$ cat src/rtl/fir_frame_buffer_if.sv
// Bus bundle between the FIR sample stream, the frame buffer and the FFT frame sink.
//
// Handshake rules:
//   fir_valid/fir_d : push-only stream. One sample per high cycle. There is no
//                     backpressure, so the sink either stores the sample or drops it.
//   frm_valid/frm_ready : a frame moves on a rising edge where both are high.
//                     While frm_valid=1 and frm_ready=0, frm_data and frm_bank hold
//                     stable. frm_ready while frm_valid=0 has no effect.
interface fir_frame_buffer_if #(
    parameter int N  = 16,
    parameter int DW = 16
);
    logic            fir_valid;
    logic [DW-1:0]   fir_d;
    logic            frm_ready;
    logic            frm_valid;
    logic [N*DW-1:0] frm_data;
    logic            frm_bank;
    logic            ovf;

    // Frame buffer side
    modport slave (
        input  fir_valid, fir_d, frm_ready,
        output frm_valid, frm_data, frm_bank, ovf
    );

    // Environment side: drives the sample stream and takes frames
    modport master (
        output fir_valid, fir_d, frm_ready,
        input  frm_valid, frm_data, frm_bank, ovf
    );
endinterface

$ cat src/rtl/fir_frame_buffer.sv
// fir_frame_buffer: packs the FIR sample stream into N-sample frames using a
// ping-pong pair of register banks. One bank fills while the other is offered
// to the FFT stage. A sample that arrives while both banks are full is dropped,
// and the sticky ovf flag records the loss.
//
// Optional build macro FIR_FRAME_DROP_CNT_EN adds a saturating 8-bit drop_cnt
// output. With the macro defined, ovf is drop_cnt != 0.
module fir_frame_buffer #(
    parameter int N  = 16,
    parameter int DW = 16
) (
    input  logic                CLK,
    input  logic                RST,
    fir_frame_buffer_if.slave   bus
`ifdef FIR_FRAME_DROP_CNT_EN
    ,
    output logic [7:0]          drop_cnt
`endif
);
    localparam int WCW = $clog2(N);
    localparam logic [WCW-1:0] WC_LAST = WCW'(N - 1);

    logic [DW-1:0]  mem [2][N];
    logic           wb;        // bank being filled
    logic           rb;        // bank being presented; always trails wb
    logic [WCW-1:0] wc;        // next slot in bank wb
    logic [1:0]     full;      // per-bank "complete frame held" flags

    logic wr_en;
    logic wr_last;
    logic drop;
    logic rd_en;

    // Write/drop/read decisions, all taken from pre-edge state
    always_comb begin
        wr_en   = bus.fir_valid & ~full[wb];
        wr_last = wr_en & (wc == WC_LAST);
        drop    = bus.fir_valid & full[wb];
        rd_en   = full[rb] & bus.frm_ready;
    end

    // Sample storage. Stored bit-exact; reset clears every slot.
    always_ff @(posedge CLK or posedge RST) begin
        if (RST) begin
            for (int b = 0; b < 2; b++) begin
                for (int k = 0; k < N; k++) begin
                    mem[b][k] <= '0;
                end
            end
        end else if (wr_en) begin
            mem[wb][wc] <= bus.fir_d;
        end
    end

    // Write pointer: advance the slot, and switch bank after the last slot
    always_ff @(posedge CLK or posedge RST) begin
        if (RST) begin
            wb <= 1'b0;
            wc <= '0;
        end else if (wr_en) begin
            if (wr_last) begin
                wb <= ~wb;
                wc <= '0;
            end else begin
                wc <= wc + 1'b1;
            end
        end
    end

    // Read pointer: switch to the other bank after each frame transfer
    always_ff @(posedge CLK or posedge RST) begin
        if (RST) begin
            rb <= 1'b0;
        end else if (rd_en) begin
            rb <= ~rb;
        end
    end

    // Full flags, per bank. A fill and a drain never target the same bank in one
    // cycle: a fill needs full[wb]=0 and a drain needs full[rb]=1.
    always_ff @(posedge CLK or posedge RST) begin
        if (RST) begin
            full <= 2'b00;
        end else begin
            for (int b = 0; b < 2; b++) begin
                if (wr_last && (wb == 1'(b))) begin
                    full[b] <= 1'b1;
                end else if (rd_en && (rb == 1'(b))) begin
                    full[b] <= 1'b0;
                end
            end
        end
    end

    // Frame presentation: mux the read bank onto the flat bus, oldest sample at k=0
    always_comb begin
        bus.frm_data = '0;
        for (int k = 0; k < N; k++) begin
            bus.frm_data[k*DW +: DW] = mem[rb][k];
        end
    end

    assign bus.frm_valid = full[rb];
    assign bus.frm_bank  = rb;

`ifdef FIR_FRAME_DROP_CNT_EN
    // Saturating count of dropped samples
    always_ff @(posedge CLK or posedge RST) begin
        if (RST) begin
            drop_cnt <= 8'd0;
        end else if (drop && (drop_cnt != 8'hFF)) begin
            drop_cnt <= drop_cnt + 8'd1;
        end
    end

    assign bus.ovf = (drop_cnt != 8'd0);
`else
    logic ovf_q;

    // Sticky overflow: set on the first dropped sample, cleared only by reset
    always_ff @(posedge CLK or posedge RST) begin
        if (RST) begin
            ovf_q <= 1'b0;
        end else if (drop) begin
            ovf_q <= 1'b1;
        end
    end

    assign bus.ovf = ovf_q;
`endif

endmodule
$ cat src/flat_wrapper.sv
// flat-port wrapper written by rule: the top's interface ports become plain ports
module fir_frame_buffer_flat 
#(
    parameter int N  = 16,
    parameter int DW = 16
)
  (CLK, RST, bus_fir_valid, bus_fir_d, bus_frm_ready, bus_frm_valid, bus_frm_data, bus_frm_bank, bus_ovf);
  fir_frame_buffer_if #(.N(N), .DW(DW)) bus_i ();
  input  logic CLK;
  input  logic RST;
  input wire logic [$bits(bus_i.fir_valid)-1:0] bus_fir_valid;
  input wire logic [$bits(bus_i.fir_d)-1:0] bus_fir_d;
  input wire logic [$bits(bus_i.frm_ready)-1:0] bus_frm_ready;
  output wire logic [$bits(bus_i.frm_valid)-1:0] bus_frm_valid;
  output wire logic [$bits(bus_i.frm_data)-1:0] bus_frm_data;
  output wire logic [$bits(bus_i.frm_bank)-1:0] bus_frm_bank;
  output wire logic [$bits(bus_i.ovf)-1:0] bus_ovf;
  assign bus_i.fir_valid = bus_fir_valid;
  assign bus_i.fir_d = bus_fir_d;
  assign bus_i.frm_ready = bus_frm_ready;
  assign bus_frm_valid = bus_i.frm_valid;
  assign bus_frm_data = bus_i.frm_data;
  assign bus_frm_bank = bus_i.frm_bank;
  assign bus_ovf = bus_i.ovf;
  fir_frame_buffer #(.N(N), .DW(DW)) u_core (.CLK(CLK), .RST(RST), .bus(bus_i));
endmodule
$ cat config.mk
export PLATFORM = sky130hd
export DESIGN_NAME = fir_frame_buffer_flat
export DESIGN_NICKNAME = d
export VERILOG_FILES = /design/src/rtl/fir_frame_buffer_if.sv /design/src/rtl/fir_frame_buffer.sv /design/src/flat_wrapper.sv
export SDC_FILE = /design/constraint.sdc
export NUM_CORES = 1
export LEC_CHECK = 0
export CORE_ASPECT_RATIO = 1.2
export CORE_UTILIZATION = 60
export CTS_CLUSTER_DIAMETER = 150
export DETAILED_ROUTE_END_ITERATION = 16
export PLACE_DENSITY_LB_ADDON = 0.2
export SLEW_MARGIN = 15
export SYNTH_ARGS = -nofsm -noshare
export SYNTH_HDL_FRONTEND = slang
export SYNTH_SLANG_ARGS = --single-unit
export TNS_END_PERCENT = 1
$ cat constraint.sdc
create_clock -name CLK -period 43.9 [get_ports CLK]
set_clock_uncertainty 0.1 [all_clocks]
set_input_delay 8.78 -clock CLK [delete_from_list [all_inputs] [get_ports CLK]]
set_output_delay 8.78 -clock CLK [all_outputs]
set_load 0.005 [all_outputs]
==> reports/results.ini, run 1 <==
[drt]
vias = 13100
detail-route-antenna-nets = 0
viasPerCell = 5.91
wl_per_cell_um = 24.1
firstDrtPassIters = 6
drtIter0Drc = 747
wl_mm = 53.7
drcViolationCount = 0

[clock_network]
ctsResizeCount = 0
worstSkewPairLatency_ns = 0.57
cts_tree = built
cts_root_buf = clkbuf_16
path_clk_slew_ns = 0.07
htree_levels = 2
clkSinkCount = 521
cts_buffer_depth = 3
postCtsSetupRepairBufs = 0
cts_hold_buf = 0
cts_made_buffers = 50

[synth]
netlist_area_um2 = 23100
synth_cells = 1492
synth_largest_area_cell = dfrtp_1
synth_area_leaders = dfrtp_1, mux2_2, mux2_1
seq_area_frac_synth_pct = 56.5
synth_cell_types = 36
synth_top_area_share_pct = 56.5
syn_area_per_cell_um2 = 15.5
yosysWarnings = 0
synth_nets = 1516
ys_ff_latch = 521

[place]
place_area_um2 = 26000
place.gp.congestion = 0.792
hpwl_mm = 33.2
portBuffers = 278

[timing]
rsz0062_at_grt = no
drv_slew = 0
worst_pin_slew_ns = 1.48
finalHoldViolCount = 0
timing.hold.ws_ns = 0.379
fin_tns_setup_ns = 0
max_clock_freq_ghz = 0.0786
maxSlewHeadroom_pct = 1.26
min_period_ns = 12.73
finalSetupViolCount = 0
finalCritPeriodShare_pct = 29.0

[critical_path]
cp_max_fo = 185
start_kind = flop
reg2reg_depth = 3
r2r-end = u_core.mem[135]
reg2reg_slack_ns = 41.18
end_kind = output port
reg2reg_from = u_core.wc[2]
startpoint = u_core.bus.frm_bank
critical_path.endpoint = bus_frm_data[100]
worst_ep_arrival_time_ns = 3.85
critical_path_required_ns = 35.02
crit_type = reg -> out

[finish]
mostFrequentLayoutCell = mux2_2
nets = 1739
final_layout_size_suffix_gt1_share_pct = 49.5
layout_common_cells = mux2_2, dfrtp_1, clkdlybuf4s50_1
area_delta_synth_final_pct = 19.3
diodes = 0
fin_area_um2 = 27500

[global_route]
grt_pass1_wl_mm = 83.5
grt_max_degree = 195
overflow = 0
antenna_found_initial = 0
grt_usage_pct = 27.9
grt_pass1_vias = 14200

[floorplan]
initial_core_util_pct = 60.9
fp-row-count = 78
die_w_um = 181
core-area_um2 = 37900
fp.dieH_um = 217
ios = 279
die_area_um2 = 39300

[run]
maxCapViolations = 0

[pwr]
powerDensity_nw_per_um2 = 74.6
vdd_drop_max_v = 0.0000581
p_leak_uw = 0.0129

[worst_hold_path]
hp-class = reg -> reg

[run_status]
status = complete, no violations

[registers in the layout (all words and copies together) (netlist names)]
name,count
u_core.wc,4
u_core.full,2
u_core.wb,1
u_core.bus.ovf,1
u_core.bus.frm_bank,1
u_core.mem,512
[where the power goes]
| part | leakage (uW) | switching, uW | internal (uW) | total (uW) |
|---|---|---|---|---|
| combinational | 0.00533 | 278 | 543 | 821 |
| clock | 0.000785 | 177 | 247 | 424 |
| sequential | 0.00682 | 127 | 680 | 808 |
[worst min path at each step]
stage | cells after the start | from | endpoint | slack, ns
3_5_place_dp | 1 | u_core.bus.ovf | u_core.bus.ovf | 0.37
6_report | 1 | u_core.bus.ovf | u_core.bus.ovf | 0.38
3_3_place_gp | 1 | u_core.bus.ovf | u_core.bus.ovf | 0.36
2_1_floorplan | 1 | u_core.mem[112] | u_core.mem[112] | 0.35
5_1_grt | 1 | u_core.mem[68] | u_core.mem[68] | 0.40
4_1_cts | 1 | u_core.bus.ovf | u_core.bus.ovf | 0.38
[logic make-up after synthesis]
family,Yosys count,synth area share [%]
xor+xnor,1,0.0380
compound gates,8,0.239
mux,772,38.0
simple gates,61,2.20
buf+inv,125,2.81
fa+ha+maj,4,0.217
flops,521,56.5
[layout make-up]
type / instances / area, um2
Sequential cell: 521 / 13000
Fill cell: 2489 / 10300
Clock inverter: 6 / 80.1
Inverter: 4 / 22.5
Tap cell: 480 / 601
Timing Repair Buffer: 292 / 2880
Multi-Input combinational cell: 846 / 9390
Clock buffer: 77 / 1520
[critical path: stages, from the launching register on]
cell and delay (ns):
dfrtp_4 1.16, buf_12 0.54, mux2_2 0.44, clkdlybuf4s50_1 0.53
[cells in the mapped netlist, drive strengths merged]
master / number
o2bb2ai: 1
nand2b: 4
inv: 4
or4b: 1
ha: 4
and2b: 2
nor3b: 2
a31oi: 1
and3: 4
mux2: 771
nand4bb: 1
nand4b: 4
nand3: 3
clkbuf: 58
or3: 1
nor4b: 1
nand2: 17
nor2b: 3
a21o: 3
a21oi: 2
buf: 63
xnor2: 1
dfrtp: 521
mux2i: 1
and4bb: 4
o21bai: 1
nor2: 14
[per-layer routing]
metal,track usage (%),part of all wire (%),vias up
met5,0,0,-
met2,47.2,50,313
met1,37.1,42,6996
met4,7.63,2.3,0
met3,4.99,5.6,73
li1,-,-,5763
[through the flow]
step | setup slack, ns | utilization, % | std cells | power (uW)
after detailed placement | 31.96 | 68.6 | 2143 | 1630
after CTS | 31.33 | 72.8 | 2226 | 2070
after global routing | 31.17 | 72.7 | 2226 | 2150
after floorplan | 20.47 | - | 1492 | 1230
final | 31.17 | 72.7 | 2226 | 2050
after global placement | 31.94 | 68.6 | 2143 | 1610
Note: power is estimated with default switching activity, not from simulation.
==> run 2, diff against run 1 <==
--- a/config.mk
+++ b/config.mk
@@ -6,7 +6,7 @@
 export NUM_CORES = 1
 export LEC_CHECK = 0
 export CORE_ASPECT_RATIO = 1.2
-export CORE_UTILIZATION = 60
+export CORE_UTILIZATION = 51
 export CTS_CLUSTER_DIAMETER = 150
 export DETAILED_ROUTE_END_ITERATION = 16
 export PLACE_DENSITY_LB_ADDON = 0.2
==> constraint.sdc (replaced) <==
create_clock -name CLK -period 11.2 [get_ports CLK]
set_clock_uncertainty 0.1 [all_clocks]
set_input_delay 2.24 -clock CLK [delete_from_list [all_inputs] [get_ports CLK]]
set_output_delay 2.24 -clock CLK [all_outputs]
set_load 0.005 [all_outputs]
==> run 2 against run 1 <==
Compared with the run above:
- worst setup slack worse by 26 ns
- count of clock-buffer cells in the layout unchanged
- register-to-register slack worse by 33 ns
- design area up 1.3%
- routed wire length down 0.66%
- critical path depth up 1
- die area up 17%
- utilization down 10 points
- first-iteration DRC count down 4.7%
- highest routed layer unchanged
==> reports/results.ini, run 2 (synthesis results as in run 1) <==
[critical_path]
reg2reg_slack_ns = 8.40  ; -32.78 ns
cp_top_family = buffers and inverters
start_kind = flop
path_cells = buf_4, buf_4, mux2_2, clkdlybuf4s50_1
end_kind = output port
crit_type = reg -> out
crit_top_cell = buf_4
worst_ep_arrival_time_ns = 4.06  ; +0.21 ns
critPathMaxStageDelay_ns = 1.01  ; -0.15 ns
cp_max_fo = 70  ; -62%
crit_path_top_delay_cell = dfrtp_4
critical_path_required_ns = 8.86  ; -26.16 ns
crit_buf_inv = 3  ; +1

[pwr]
p_total_uw = 8120  ; +300%
p_leak_uw = 0.0130  ; +0.76%
powerDensity_nw_per_um2 = 291  ; +290%
vdd_drop_max_v = 0.000169  ; +190%

[timing]
finalHoldViolCount = 0  ; unchanged
finalSetupViolCount = 0  ; unchanged
fin_tns_setup_ns = 0  ; unchanged
timing.hold.ws_ns = 0.381  ; +0.00121 ns
min_period_ns = 6.40
maxSlewHeadroom_pct = 22.7  ; +21 points
finalCritPeriodShare_pct = 57.1
max_clock_freq_ghz = 0.156
worst_pin_slew_ns = 1.16  ; -0.322 ns
rsz0062_at_grt = no
drv_slew = 0  ; unchanged

[finish]
fin_util_pct = 62.3  ; -10 points
mostFrequentLayoutCell = mux2_2
n_fill_cell = 3395  ; +36%
top_register = u_core.mem
largest_register_ffs = 512  ; unchanged
layout_common_cells = mux2_2, dfrtp_1, clkdlybuf4s50_1
fin_area_um2 = 27900  ; +1.3%
nets = 1747  ; +0.46%
final_layout_size_suffix_gt1_share_pct = 50.0  ; +0.43 points
reg_top3 = u_core.mem: 512 flops, u_core.wc: 4 flops, u_core.full: 2 flops
area_delta_synth_final_pct = 20.9

[drt]
detail-route-antenna-nets = 0  ; unchanged
wl_per_cell_um = 22.5  ; -6.7%
drtIter0Drc = 712  ; -4.7%
drcViolationCount = 0  ; unchanged
wl_mm = 53.3  ; -0.66%
viasPerCell = 5.49  ; -7.0%
vias = 13000  ; -0.94%
firstDrtPassIters = 4  ; -2

[place]
place.gp.congestion = 0.788  ; -0.49%
place_area_um2 = 26200  ; +0.80%
portBuffers = 278  ; unchanged
hpwl_mm = 34.8  ; +5.0%

[clock_network]
htree_levels = 2  ; unchanged
cts_tree = built
cts_root_buf = clkbuf_16
path_clk_slew_ns = 0.06  ; about the same
ctsResizeCount = 0  ; unchanged
cts_made_buffers = 51  ; +2.0%
cts_buffer_depth = 3  ; unchanged
cts_hold_buf = 0  ; unchanged
postCtsSetupRepairBufs = 0  ; unchanged
worstSkewPairLatency_ns = 0.58  ; about the same
clkSinkCount = 521  ; unchanged

[global_route]
overflow = 0  ; unchanged
antenna_found_initial = 1  ; +1
grt_max_degree = 174  ; -11%
grt_pass1_vias = 14100  ; -0.72%
grt_usage_pct = 23.7  ; -4.1 points
grt_pass1_wl_mm = 84.1  ; +0.73%

[floorplan]
fp-row-count = 85  ; +9.0%
ios = 279  ; unchanged
die_area_um2 = 46100  ; +17%
initial_core_util_pct = 51.5  ; -9.4 points
core-area_um2 = 44800  ; +18%
die_w_um = 196  ; +8.4%
fp.dieH_um = 235  ; +8.4%

[run]
maxCapViolations = 0  ; unchanged

[worst_hold_path]
hp-class = reg -> reg

[run_status]
status = complete, no violations

[run 2: cell count changes in the layout (fill, tap and decap cells not counted), moves of 2 or more]
cell	change
clkbuf_8	+5
clkinvlp_4	+3
buf_4	+8
clkdlybuf4s50_1	+5
clkbuf_1	-5
bufinv_16	+2
clkinv_2	+4
buf_2	-5
[run 2: layout make-up]
cell class / instances / area, um2 / area share [%]
Antenna cell: 1 / 2.50 / 0.00897
Multi-Input combinational cell: 846 / 9390 / 33.7
Clock inverter: 14 / 175 / 0.628
Clock buffer: 77 / 1570 / 5.61
Sequential cell: 521 / 13000 / 46.7
Inverter: 4 / 18.8 / 0.0673
Tap cell: 609 / 762 / 2.73
Timing Repair Buffer: 299 / 2940 / 10.5
[run 2: final timing paths]
check / from / end / cells after the start
setup / recovery: u_core.bus.frm_bank / bus_frm_data[136] / 4
hold / removal: u_core.mem[116] / u_core.mem[116] / 1
setup reg to reg: u_core.wc[2] / u_core.mem[258] / 3
hold reg to reg: u_core.mem[116] / u_core.mem[116] / 1
max in group asynchronous: RST / u_core.mem[333] / 5
min in group asynchronous: RST / u_core.mem[245] / 2
[run 2: per-layer routing]
layer	up-vias	global-route usage [%]	part of all wire, %
li1	5778	-	-
met1	6874	30.9	42
met2	299	39.3	49
met3	70	6.24	6.3
met4	0	6.16	2.1
met5	-	0	0
[run 2: report_power, final]
part           switching, uW  internal (uW)
registers                495           2670
clock network            707           1050
logic                   1080           2120
total                   2280           5840
[run 2: worst register-to-register path, cell delays in order (launching register included)]
cell and delay, ns:
dfrtp_1 0.80, nand2_1 0.39, nor2b_2 0.98, mux2_2 0.43
[run 2: metrics by stage]
stage	setup slack (ns)	cells
3_3_place_gp	5.46	2279
6_report	4.80	2371
4_1_cts	4.78	2370
3_5_place_dp	5.42	2279
5_1_grt	4.60	2371
2_1_floorplan	1.78	1492
==> RTL change (flow settings as in run 1) <==
`N` is set to 16 in 3 places; all go to 32.
--- a/src/rtl/fir_frame_buffer_if.sv
+++ b/src/rtl/fir_frame_buffer_if.sv
@@ -9,3 +9,3 @@
 interface fir_frame_buffer_if #(
-    parameter int N  = 16,
+    parameter int N  = 32,
     parameter int DW = 16
--- a/src/rtl/fir_frame_buffer.sv
+++ b/src/rtl/fir_frame_buffer.sv
@@ -8,3 +8,3 @@
 module fir_frame_buffer #(
-    parameter int N  = 16,
+    parameter int N  = 32,
     parameter int DW = 16
--- a/src/flat_wrapper.sv
+++ b/src/flat_wrapper.sv
@@ -3,3 +3,3 @@
 #(
-    parameter int N  = 16,
+    parameter int N  = 32,
     parameter int DW = 16
Ports: changed (resized bus_frm_data); port bits go from 279 to 535. No check against the original RTL was run, so the function may have changed too.
==> RTL change against run 1 <==
- sequential cell count rose by 513
- cell area rose by 98%
- core utilization barely moved
- combinational power rose by 53%
- fmax fell by 14%
- total power rose by 72%
- first-iteration DRC count rose by 83%
- routed wire length rose by 130%
- critical endpoint is now bus_frm_data[97]
- area after synthesis rose by 97%
- worst setup slack got worse by 2.2 ns
==> RTL change: results (changes against run 1) <==
* CP max stage delay at 0.96 ns (-0.20 ns)
* Library cells used by synthesis at 47 (+31%)
* Status: complete, no violations
* Fin nets at 3400 (+96%)
* Drt pass-1 iters at 5 (-1)
* Nonclk inv count at 8 (+4)
* Leakage at 26.0 nW (+100%)
* H-tree depth at 3 (+1)
* Post-place setup slack at 29.72 ns (-2.24 ns)
* Layout Cells excl Fill at 4469 (+100%)
* Area grow syn2layout at 19.8%
* Met3 Use GR at 6.20% (+1.2 points)
* Slew margin rel. at 2.89% (+1.6 points)
* Placer Congestion at 0.913 (+15%)
* R2R Setup Slk at 40.32 ns (-0.86 ns)
* RR Endpoint: u_core.mem[904]
* Max Fanout on Critical Path at 76 (-59%)
* Fillcell total at 4766 (+91%)
* Synth Area per Inst at 15.4 sq um (-0.51%)
* Net switching power figure at 1.02 mW (+76%)
* Detail Placement HPWL at 77100 um (+130%)
* DR WL met2 at 61100 um (+130%)
* Worst skew pair latency at 0.66 ns (+0.09 ns)
* Cells after DPL at 4281 (+100%)
* Crit path launch: u_core.bus.frm_bank
* Top post-synthesis cells by count: mux2_2 (1507), dfrtp_1 (1034), clkbuf_1 (139), buf_2 (44), buf_4 (43)
* N_diodes at 1 (+1)
* Avg WL per Cell at 27.9 um (+16%)
* CP endpoint: bus_frm_data[97]
* Syn_nets at 2985 (+97%)
* Row cnt at 110 (+41%)
* Met3 wire length at 7280 um (+140%)
* Top flop regs: u_core.mem (1024), u_core.wc (5), u_core.full (2)
-- RTL change: worst min-delay path by stage --
stage               cells past startpoint         endpoint  slack, ns
finish                                  1  u_core.mem[610]       0.40
global route                            1  u_core.mem[234]       0.41
CTS                                     1   u_core.bus.ovf       0.39
detailed placement                      1   u_core.bus.ovf       0.37
global placement                        1   u_core.bus.ovf       0.37
floorplan                               1   u_core.bus.ovf       0.37
-- RTL change: worst max-delay path: cells and delay by family (launching register included) --
family / cells / cell delay (ns)
muxes: 1 / 0.42
buffers and inverters: 5 / 3.77
DFF: 1 / 0.94
-- RTL change: kinds of logic after synthesis --
group	after synthesis	share of synthesized area (%)
adder cells (fa/ha/maj)	5	0.137
AND/OR/NAND/NOR	102	1.66
multiplexers	1538	38.3
flip-flops	1034	56.8
buffers and inverters	267	2.90
AO/OA/AOI/OAI	13	0.198
XOR/XNOR	1	0.0192
